**src/rtl/addsub_share_ctrl.sv**
```systemverilog
// Round-robin arbiter that time-shares one external add/subtract datapath between
// NUM_REQ requesters: grant, drive registered operands, capture result and flags, respond.
module addsub_share_ctrl #(
  parameter int WIDTH   = 4,
  parameter int NUM_REQ = 4,
  localparam int ID_W   = $clog2(NUM_REQ)
) (
  input  logic                     clk,
  input  logic                     rst_n,
  input  logic [NUM_REQ-1:0]       req_valid,
  output logic [NUM_REQ-1:0]       req_ready,
  input  logic [NUM_REQ-1:0]       req_sub,
  input  logic [NUM_REQ*WIDTH-1:0] req_a,
  input  logic [NUM_REQ*WIDTH-1:0] req_b,
  output logic [WIDTH-1:0]         dp_a,
  output logic [WIDTH-1:0]         dp_b,
  output logic                     dp_sub,
  input  logic [WIDTH-1:0]         dp_result,
  input  logic                     dp_carry,
  input  logic                     dp_overflow,
  input  logic                     dp_negative,
  output logic                     resp_valid,
  input  logic                     resp_ready,
  output logic [ID_W-1:0]          resp_id,
  output logic [WIDTH-1:0]         resp_result,
  output logic                     resp_carry,
  output logic                     resp_overflow,
  output logic                     resp_negative,
  output logic                     resp_zero
);

  typedef enum logic [1:0] {IDLE, EXEC, RESP} state_t;

  state_t            state_q, state_d;
  logic [ID_W-1:0]   rr_ptr_q, rr_ptr_d;
  logic [WIDTH-1:0]  dp_a_q, dp_a_d, dp_b_q, dp_b_d;
  logic              dp_sub_q, dp_sub_d;
  logic [ID_W-1:0]   resp_id_q, resp_id_d;
  logic [WIDTH-1:0]  resp_result_q, resp_result_d;
  logic              resp_carry_q, resp_carry_d;
  logic              resp_overflow_q, resp_overflow_d;
  logic              resp_negative_q, resp_negative_d;
  logic              resp_zero_q, resp_zero_d;
  logic              resp_valid_q, resp_valid_d;

  logic              grant_found;
  logic [ID_W-1:0]   grant_id;
  logic [ID_W-1:0]   cand;
  logic [WIDTH-1:0]  sel_a, sel_b;
  logic              sel_sub;

  // Scan from the highest offset down so the requester closest to rr_ptr wins.
  always_comb begin
    grant_found = 1'b0;
    grant_id    = '0;
    cand        = '0;
    for (int k = NUM_REQ - 1; k >= 0; k--) begin
      cand = ID_W'((int'(rr_ptr_q) + k) % NUM_REQ);
      if (req_valid[cand]) begin
        grant_found = 1'b1;
        grant_id    = cand;
      end
    end
  end

  always_comb begin
    sel_a   = '0;
    sel_b   = '0;
    sel_sub = 1'b0;
    for (int i = 0; i < NUM_REQ; i++) begin
      if (ID_W'(i) == grant_id) begin
        sel_a   = req_a[i*WIDTH +: WIDTH];
        sel_b   = req_b[i*WIDTH +: WIDTH];
        sel_sub = req_sub[i];
      end
    end
  end

  // Ready is forced low while reset is held so every output reads zero in reset.
  always_comb begin
    req_ready = '0;
    if (rst_n && state_q == IDLE && grant_found) req_ready[grant_id] = 1'b1;
  end

  always_comb begin
    state_d         = state_q;
    rr_ptr_d        = rr_ptr_q;
    dp_a_d          = dp_a_q;
    dp_b_d          = dp_b_q;
    dp_sub_d        = dp_sub_q;
    resp_id_d       = resp_id_q;
    resp_result_d   = resp_result_q;
    resp_carry_d    = resp_carry_q;
    resp_overflow_d = resp_overflow_q;
    resp_negative_d = resp_negative_q;
    resp_zero_d     = resp_zero_q;
    resp_valid_d    = resp_valid_q;
    unique case (state_q)
      IDLE: begin
        if (grant_found) begin
          dp_a_d    = sel_a;
          dp_b_d    = sel_b;
          dp_sub_d  = sel_sub;
          resp_id_d = grant_id;
          state_d   = EXEC;
        end
      end
      EXEC: begin
        resp_result_d   = dp_result;
        resp_carry_d    = dp_carry;
        resp_overflow_d = dp_overflow;
        resp_negative_d = dp_negative;
        resp_zero_d     = (dp_result == '0);
        resp_valid_d    = 1'b1;
        state_d         = RESP;
      end
      RESP: begin
        if (resp_ready) begin
          resp_valid_d = 1'b0;
          rr_ptr_d     = (resp_id_q == ID_W'(NUM_REQ - 1)) ? '0 : resp_id_q + 1'b1;
          state_d      = IDLE;
        end
      end
      default: state_d = IDLE;
    endcase
  end

  always_ff @(posedge clk or negedge rst_n) begin
    if (!rst_n) begin
      state_q         <= IDLE;
      rr_ptr_q        <= '0;
      dp_a_q          <= '0;
      dp_b_q          <= '0;
      dp_sub_q        <= 1'b0;
      resp_id_q       <= '0;
      resp_result_q   <= '0;
      resp_carry_q    <= 1'b0;
      resp_overflow_q <= 1'b0;
      resp_negative_q <= 1'b0;
      resp_zero_q     <= 1'b0;
      resp_valid_q    <= 1'b0;
    end else begin
      state_q         <= state_d;
      rr_ptr_q        <= rr_ptr_d;
      dp_a_q          <= dp_a_d;
      dp_b_q          <= dp_b_d;
      dp_sub_q        <= dp_sub_d;
      resp_id_q       <= resp_id_d;
      resp_result_q   <= resp_result_d;
      resp_carry_q    <= resp_carry_d;
      resp_overflow_q <= resp_overflow_d;
      resp_negative_q <= resp_negative_d;
      resp_zero_q     <= resp_zero_d;
      resp_valid_q    <= resp_valid_d;
    end
  end

  assign dp_a          = dp_a_q;
  assign dp_b          = dp_b_q;
  assign dp_sub        = dp_sub_q;
  assign resp_valid    = resp_valid_q;
  assign resp_id       = resp_id_q;
  assign resp_result   = resp_result_q;
  assign resp_carry    = resp_carry_q;
  assign resp_overflow = resp_overflow_q;
  assign resp_negative = resp_negative_q;
  assign resp_zero     = resp_zero_q;

endmodule

```
**config.mk**
```make
export PLATFORM = sky130hd
export DESIGN_NAME = addsub_share_ctrl
export DESIGN_NICKNAME = d
export VERILOG_FILES = /design/src/rtl/addsub_share_ctrl.sv
export SDC_FILE = /design/constraint.sdc
export NUM_CORES = 1
export LEC_CHECK = 0
export CORE_MARGIN = 1
export CORE_UTILIZATION = 35
export DETAILED_ROUTE_END_ITERATION = 10
export HOLD_SLACK_MARGIN = 0.15
export PLACE_DENSITY = 0.74
export RECOVER_POWER = 100
export SETUP_SLACK_MARGIN = 0.2
export SLEW_MARGIN = 20
export SYNTH_ARGS = -nofsm -noshare
export SYNTH_HDL_FRONTEND = slang
export SYNTH_SLANG_ARGS = --single-unit
```
**constraint.sdc**
```tcl
create_clock -name clk -period 1.9 [get_ports clk]
set_input_delay 0.19 -clock clk [delete_from_list [all_inputs] [get_ports clk]]
set_output_delay 0.19 -clock clk [all_outputs]
set_load 0.05 [all_outputs]
```
**Yosys cells after proc, flatten, opt, wreduce, memory -nomap -nowiden**

Cells that the tools add are included.

- Bits in registers: 24
- Bits of input ports: 50
- Output and inout bits: 24
- Word-level logic and storage cells: 78

- Add/subtract/negate cells: 4
- $lt $le $gt $ge: 6
- Equal/unequal tests: 8
- Muxes and demuxes: 37
- Reduce and logical (&&, ||, !) cells: 11

Operators by type and width:

| operator | count |
|---|---|
| $mux W4 | 9 |
| $lt A2 B3 Y1 const B | 5 |
| $mux W1 | 14 |
| $mux W2 | 7 |
| $bmux W1 S2 | 4 |
| $reduce_and A2 Y1 | 4 |
| $pmux W2 S3 | 1 |
| $add A2 B1 Y2 const B | 2 |
| $add A2 B2 Y2 const B | 2 |
| $eq A2 B2 Y1 const A | 2 |
| $eq A2 B2 Y1 const B | 2 |
| $logic_not A2 Y1 | 2 |
| $logic_not A4 Y1 | 1 |
| $ne A2 B2 Y1 const B | 2 |
| $logic_and A1 B1 Y1 | 3 |
| $demux W1 S2 | 1 |
| $eq A1 B2 Y1 const A | 1 |
| $eq A2 B1 Y1 const B | 1 |
| $ge A2 B1 Y1 const B | 1 |
| $pmux W1 S2 | 1 |
| $reduce_bool A2 Y1 | 1 |

**Longest topological paths before layout**

- Depth in word-level cells: 12
- Gate-level depth with buffers: 6
- Depth with buffers taken out: 5

**Worst setup path after synthesis**

No wires, ideal clock.

- Kind: flip-flop to output port
- From: register rr_ptr_q[1]
- To: output req_ready[0]
- Arrival: 1873 ps
- Data required time: 1710 ps
- Setup slack: -163 ps
- Stages on the path, launching flop included: 6
- Path buffers: 1
- Cell sequence: dfrtp_1 mux2_4 o221ai_4 buf_6 nand3_1 nor2_1

- Cells in the longest elaborated chain, start to end: 12
- Elaborated cells between the ends (all ways): 26
- Those cells by class: 3 x add/sub; 2 x order compare; 19 x mux; 2 x reduce/logical

Ends and longest elaborated chain:

| what | RTL line | source |
|---|---|---|
| start, declared | 35 | `logic [ID_W-1:0] rr_ptr_q, rr_ptr_d;` |
| start signal, assigned | 144 | `rr_ptr_q <= rr_ptr_d;` |
| $add A2 B2 Y2 | 58 | `cand = ID_W'((int'(rr_ptr_q) + k) % NUM_REQ);` |
| $bmux W1 S2 | 59 | `if (req_valid[cand]) begin` |
| $mux W1 (implied by the code) | 59 |  |
| $mux W2 (4 in series) | 59 |  |
| $lt A2 B3 Y1 (implied by the code) / $ge A2 B1 Y1 (equally long branches) | 82 | `if (rst_n && state_q == IDLE && grant_found) req_ready[grant_id] = 1'b1;` |
| $logic_and A1 B1 Y1 (implied by the code) | 82 |  |
| $mux W1 (implied by the code) | 82 |  |
| $demux W1 S2 | 82 |  |
| $mux W4 * | 82 |  |
| end, declared | 11 | `output logic [NUM_REQ-1:0] req_ready,` |

Mark *: on every way between the ends. The rest lies on a longest branch, timed or not. The select of a mux whose other input is x is not followed.

**Worst setup path after layout**

- From: register rr_ptr_q[1]
- To: output req_ready[2]

The elaborated chain is that of the path after synthesis.

==> impl_metrics.py <==
metrics = {
    "clock_tree": {
        "cts_hold_buf": 0,
        "cts_tree": "done",
        "htree_num_levels": 1,
        "clk_pin_slew_ns": 0.09,
        "clock_sinks": 24,
        "cts-buffers-inserted": 3,
        "clk_latency_ns": 0.26,
        "cts.path.max_buffers": 2,
        "cts-root-buf": "clkbuf_8",
    },
    "job": {
        "drv_cap": 0,
    },
    "sta": {
        "fin_setup_tns_ns": -0.0950,
        "skew_ns": 0.00472,
        "worst_slew_pin_slew_ns": 0.641,
        "slew_headroom": 0.573,
        "setup_ws_ns": -0.0213,
        "maxSlewViolCount": 0,
        "rsz0062_at_grt": "yes",
        "period_needed_ns": 1.92,
        "finalCritPeriodShare": 1.01,
        "setup_viol": 6,
        "final-hold-violation-count": 0,
        "max_freq_mhz": 520,
    },
    "worst_setup_path": {
        "arrival_ns": 1.73,
        "slowest_delay_ns": 0.44,
        "start_kind": "flop",
        "critical_path_required_ns": 1.71,
        "crit_top_cell": "buf_12",
        "path_class": "reg2out",
        "cp_slowest_cell": "dfrtp_2",
        "path_cells": "buf_6 > a21o_2 > a21oi_4 > o22ai_2 > buf_12 > nor2_4 > buf_12",
        "worstSetupEndpointType": "output port",
        "worstSetupStartpoint": "rr_ptr_q[1]",
        "cp_max_fo": 4,
        "rr_startpoint": "rr_ptr_q[1]",
    },
    "power_and_ir_drop": {
        "power.leakage_nw": 1.12,
        "p_clk_frac": 0.106,
        "vdd_drop_max_mv": 0.881,
        "power.total_mw": 4.18,
        "p_sw_mw": 1.91,
        "p_seq_frac": 0.225,
        "power.internal_mw": 2.27,
        "power_density_nw_per_um2": 1660,
        "sw_frac_of_total": 0.457,
        "power_frac_comb": 0.670,
    },
    "logic_synthesis": {
        "synth-seq-area-share": 0.440,
        "ys.flop_type": "dfrtp_1",
        "synth_nets": 175,
        "syn_area_um2": 1370,
        "synth.distinct_cells": 32,
        "ys_seq_elements": 24,
        "synth-async-reset-ratio": 1.00,
        "synth-edff-count": 0,
        "syn_inst": 124,
        "syn_avg_cell_area_um2": 11.0,
        "yosys_warnings": 0,
    },
    "detailed_routing": {
        "drtIter0Drc": 38,
        "vias_per_cell": 5.08,
        "routed_wl_um": 4010,
        "vias": 1336,
        "antenna_left": 0,
        "drt_pass1_iterations": 4,
        "post_drt_wl_per_cell_um": 15.2,
        "drc": 0,
    },
    "run_status": {
        "status": "complete, but fails checks",
        "violations": "setup timing",
    },
    "grt": {
        "grt_pass1_vias": 1435,
        "grt_pass1_wl_um": 6560,
        "track_usage": 0.205,
        "grt_antenna_before_repair": 0,
        "grt_overflow_total": 0,
        "grt_max_degree": 23,
    },
    "floorplan": {
        "io_pins": 74,
        "rows": 22,
        "die_y_um": 64.5,
        "core_um2": 3720,
        "start_util": 0.368,
        "die_area_um2": 4160,
        "die_w_um": 64.5,
    },
    "placed_design": {
        "place_ws_ns": -0.213,
        "place_hpwl_um": 2920,
        "gp_congestion": 0.755,
        "numPortBuffers": 73,
        "dp.cells": 247,
    },
    "final_layout": {
        "layoutNonFillerInstCount": 263,
        "nets": 267,
        "drive_above_1_share": 0.270,
        "area_delta_synth_final_pct": 84.3,
        "n_antenna_cell": 0,
    },
    "worst_hold_path": {
        "hold_class": "in2async",
    },
}
-- routing by layer --
metal / wire, um / up-vias / global-route usage / part of all wire
met5: 0 / - / 0 / 0
met1: 1660 / 664 / 0.242 / 0.41
met3: 144 / 2 / 0.0335 / 0.036
met2: 2180 / 33 / 0.371 / 0.54
li1: - / 637 / - / -
met4: 27 / 0 / 0.0722 / 0.0067
-- flip-flops by register name, summed over array words and instances (netlist names) --
| name | cells |
|---|---|
| resp_overflow | 1 |
| resp_result | 4 |
| dp_b | 4 |
| resp_id | 2 |
| dp_sub | 1 |
| state_q | 2 |
| resp_carry | 1 |
| resp_zero | 1 |
| dp_a | 4 |
| rr_ptr_q | 2 |
| resp_valid | 1 |
| resp_negative | 1 |
-- logic make-up (layout without fill, tap and decap cells) --
group | after synthesis | count (layout) | share of synthesized area
and+or+nand+nor | 36 | 36 | 0.137
muxes | 26 | 26 | 0.201
AOI/OAI and AO/OA | 24 | 24 | 0.160
DFF | 24 | 24 | 0.440
buffers and inverters | 13 | 104 | 0.0522
adders and majority gates | 1 | 1 | 0.00916
-- area by class of cell --
| type | instances | area (um^2) |
|---|---|---|
| Clock buffer | 3 | 41.3 |
| Clock inverter | 1 | 30.0 |
| Fill cell | 306 | 1200 |
| Inverter | 5 | 31.3 |
| Multi-Input combinational cell | 87 | 776 |
| Sequential cell | 24 | 603 |
| Tap cell | 48 | 60.1 |
| Timing Repair Buffer | 95 | 977 |
-- layout by cell type (no fill, tap or decap), drive strengths merged, types with 2 or more instances in the layout --
master,n
dlygate4sd2,3
nand3,2
dlymetal6s2s,2
inv,4
nand2b,2
dfrtp,24
buf,24
clkbuf,5
nor2,6
a21oi,3
nor3,16
o21ai,5
mux2i,17
clkdlybuf4s50,63
mux2,9
a211o,8
nand2,4
-- power groups by stage --
stage / logic [mW] / registers [mW] / clock network [mW]
after floorplan: 0.952 / 1.64 / 0
final: 2.80 / 0.940 / 0.442
after global placement: 2.46 / 0.931 / 0
after detailed placement: 2.51 / 0.943 / 0
after CTS: 2.75 / 0.939 / 0.453
after global routing: 2.96 / 0.979 / 0.479
-- path summary, 6_finish.rpt --
path                       slack [ns]  cells after the start            to
min in group clk                 0.49                      1        dp_sub
max reg2reg                     -0.02                      7       dp_b[3]
max in group asynchronous        0.70                      2   rr_ptr_q[1]
min                              0.28                      1       dp_b[2]
min reg2reg                      0.49                      1        dp_sub
max                             -0.02                      7  req_ready[2]
-- critical path, delay by kind of cell, from the launching register on --
kind,cells,cell delay [ns]
AO/OA/AOI/OAI,3,0.46
buffers and inverters,3,0.44
flip-flops,1,0.44
AND/OR/NAND/NOR,1,0.11
-- stage by stage --
| stage | hold WS, ns | util | instance area [um^2] |
|---|---|---|---|
| final | 0.279 | 0.678 | 2520 |
| after CTS | 0.201 | 0.667 | 2480 |
| after global routing | 0.273 | 0.678 | 2520 |
| after detailed placement | 0.452 | 0.607 | 2250 |
| after floorplan | -0.106 | - | 1390 |
| after global placement | 0.458 | 0.607 | 2250 |
-- repair_timing --
| item | in CTS | in global routing |
|---|---|---|
| cloned | 0 | 0 |
| gates resized for setup | 22 | 10 |
| pin swaps | 6 | 5 |
| setup buffers | 10 | 2 |
| setup endpoints to repair | 14 | 15 |
-- cells in the mapped netlist, types with 2 or more instances --
cell      instances  share of area
nor3_1           16          0.059
mux2i_1          17           0.12
a21oi_1           3          0.011
clkbuf_1          2         0.0055
nand2b_1          2         0.0092
nor2_1            6          0.016
inv_1             4          0.011
nand2_1           4          0.011
dfrtp_1          24           0.44
buf_6             2          0.016
mux2_2            8          0.066
nand3_1           2         0.0073
buf_2             4          0.015
o21ai_0           5          0.018
a211o_1           8          0.051
No activity file was read; power rests on OpenSTA's default activity.
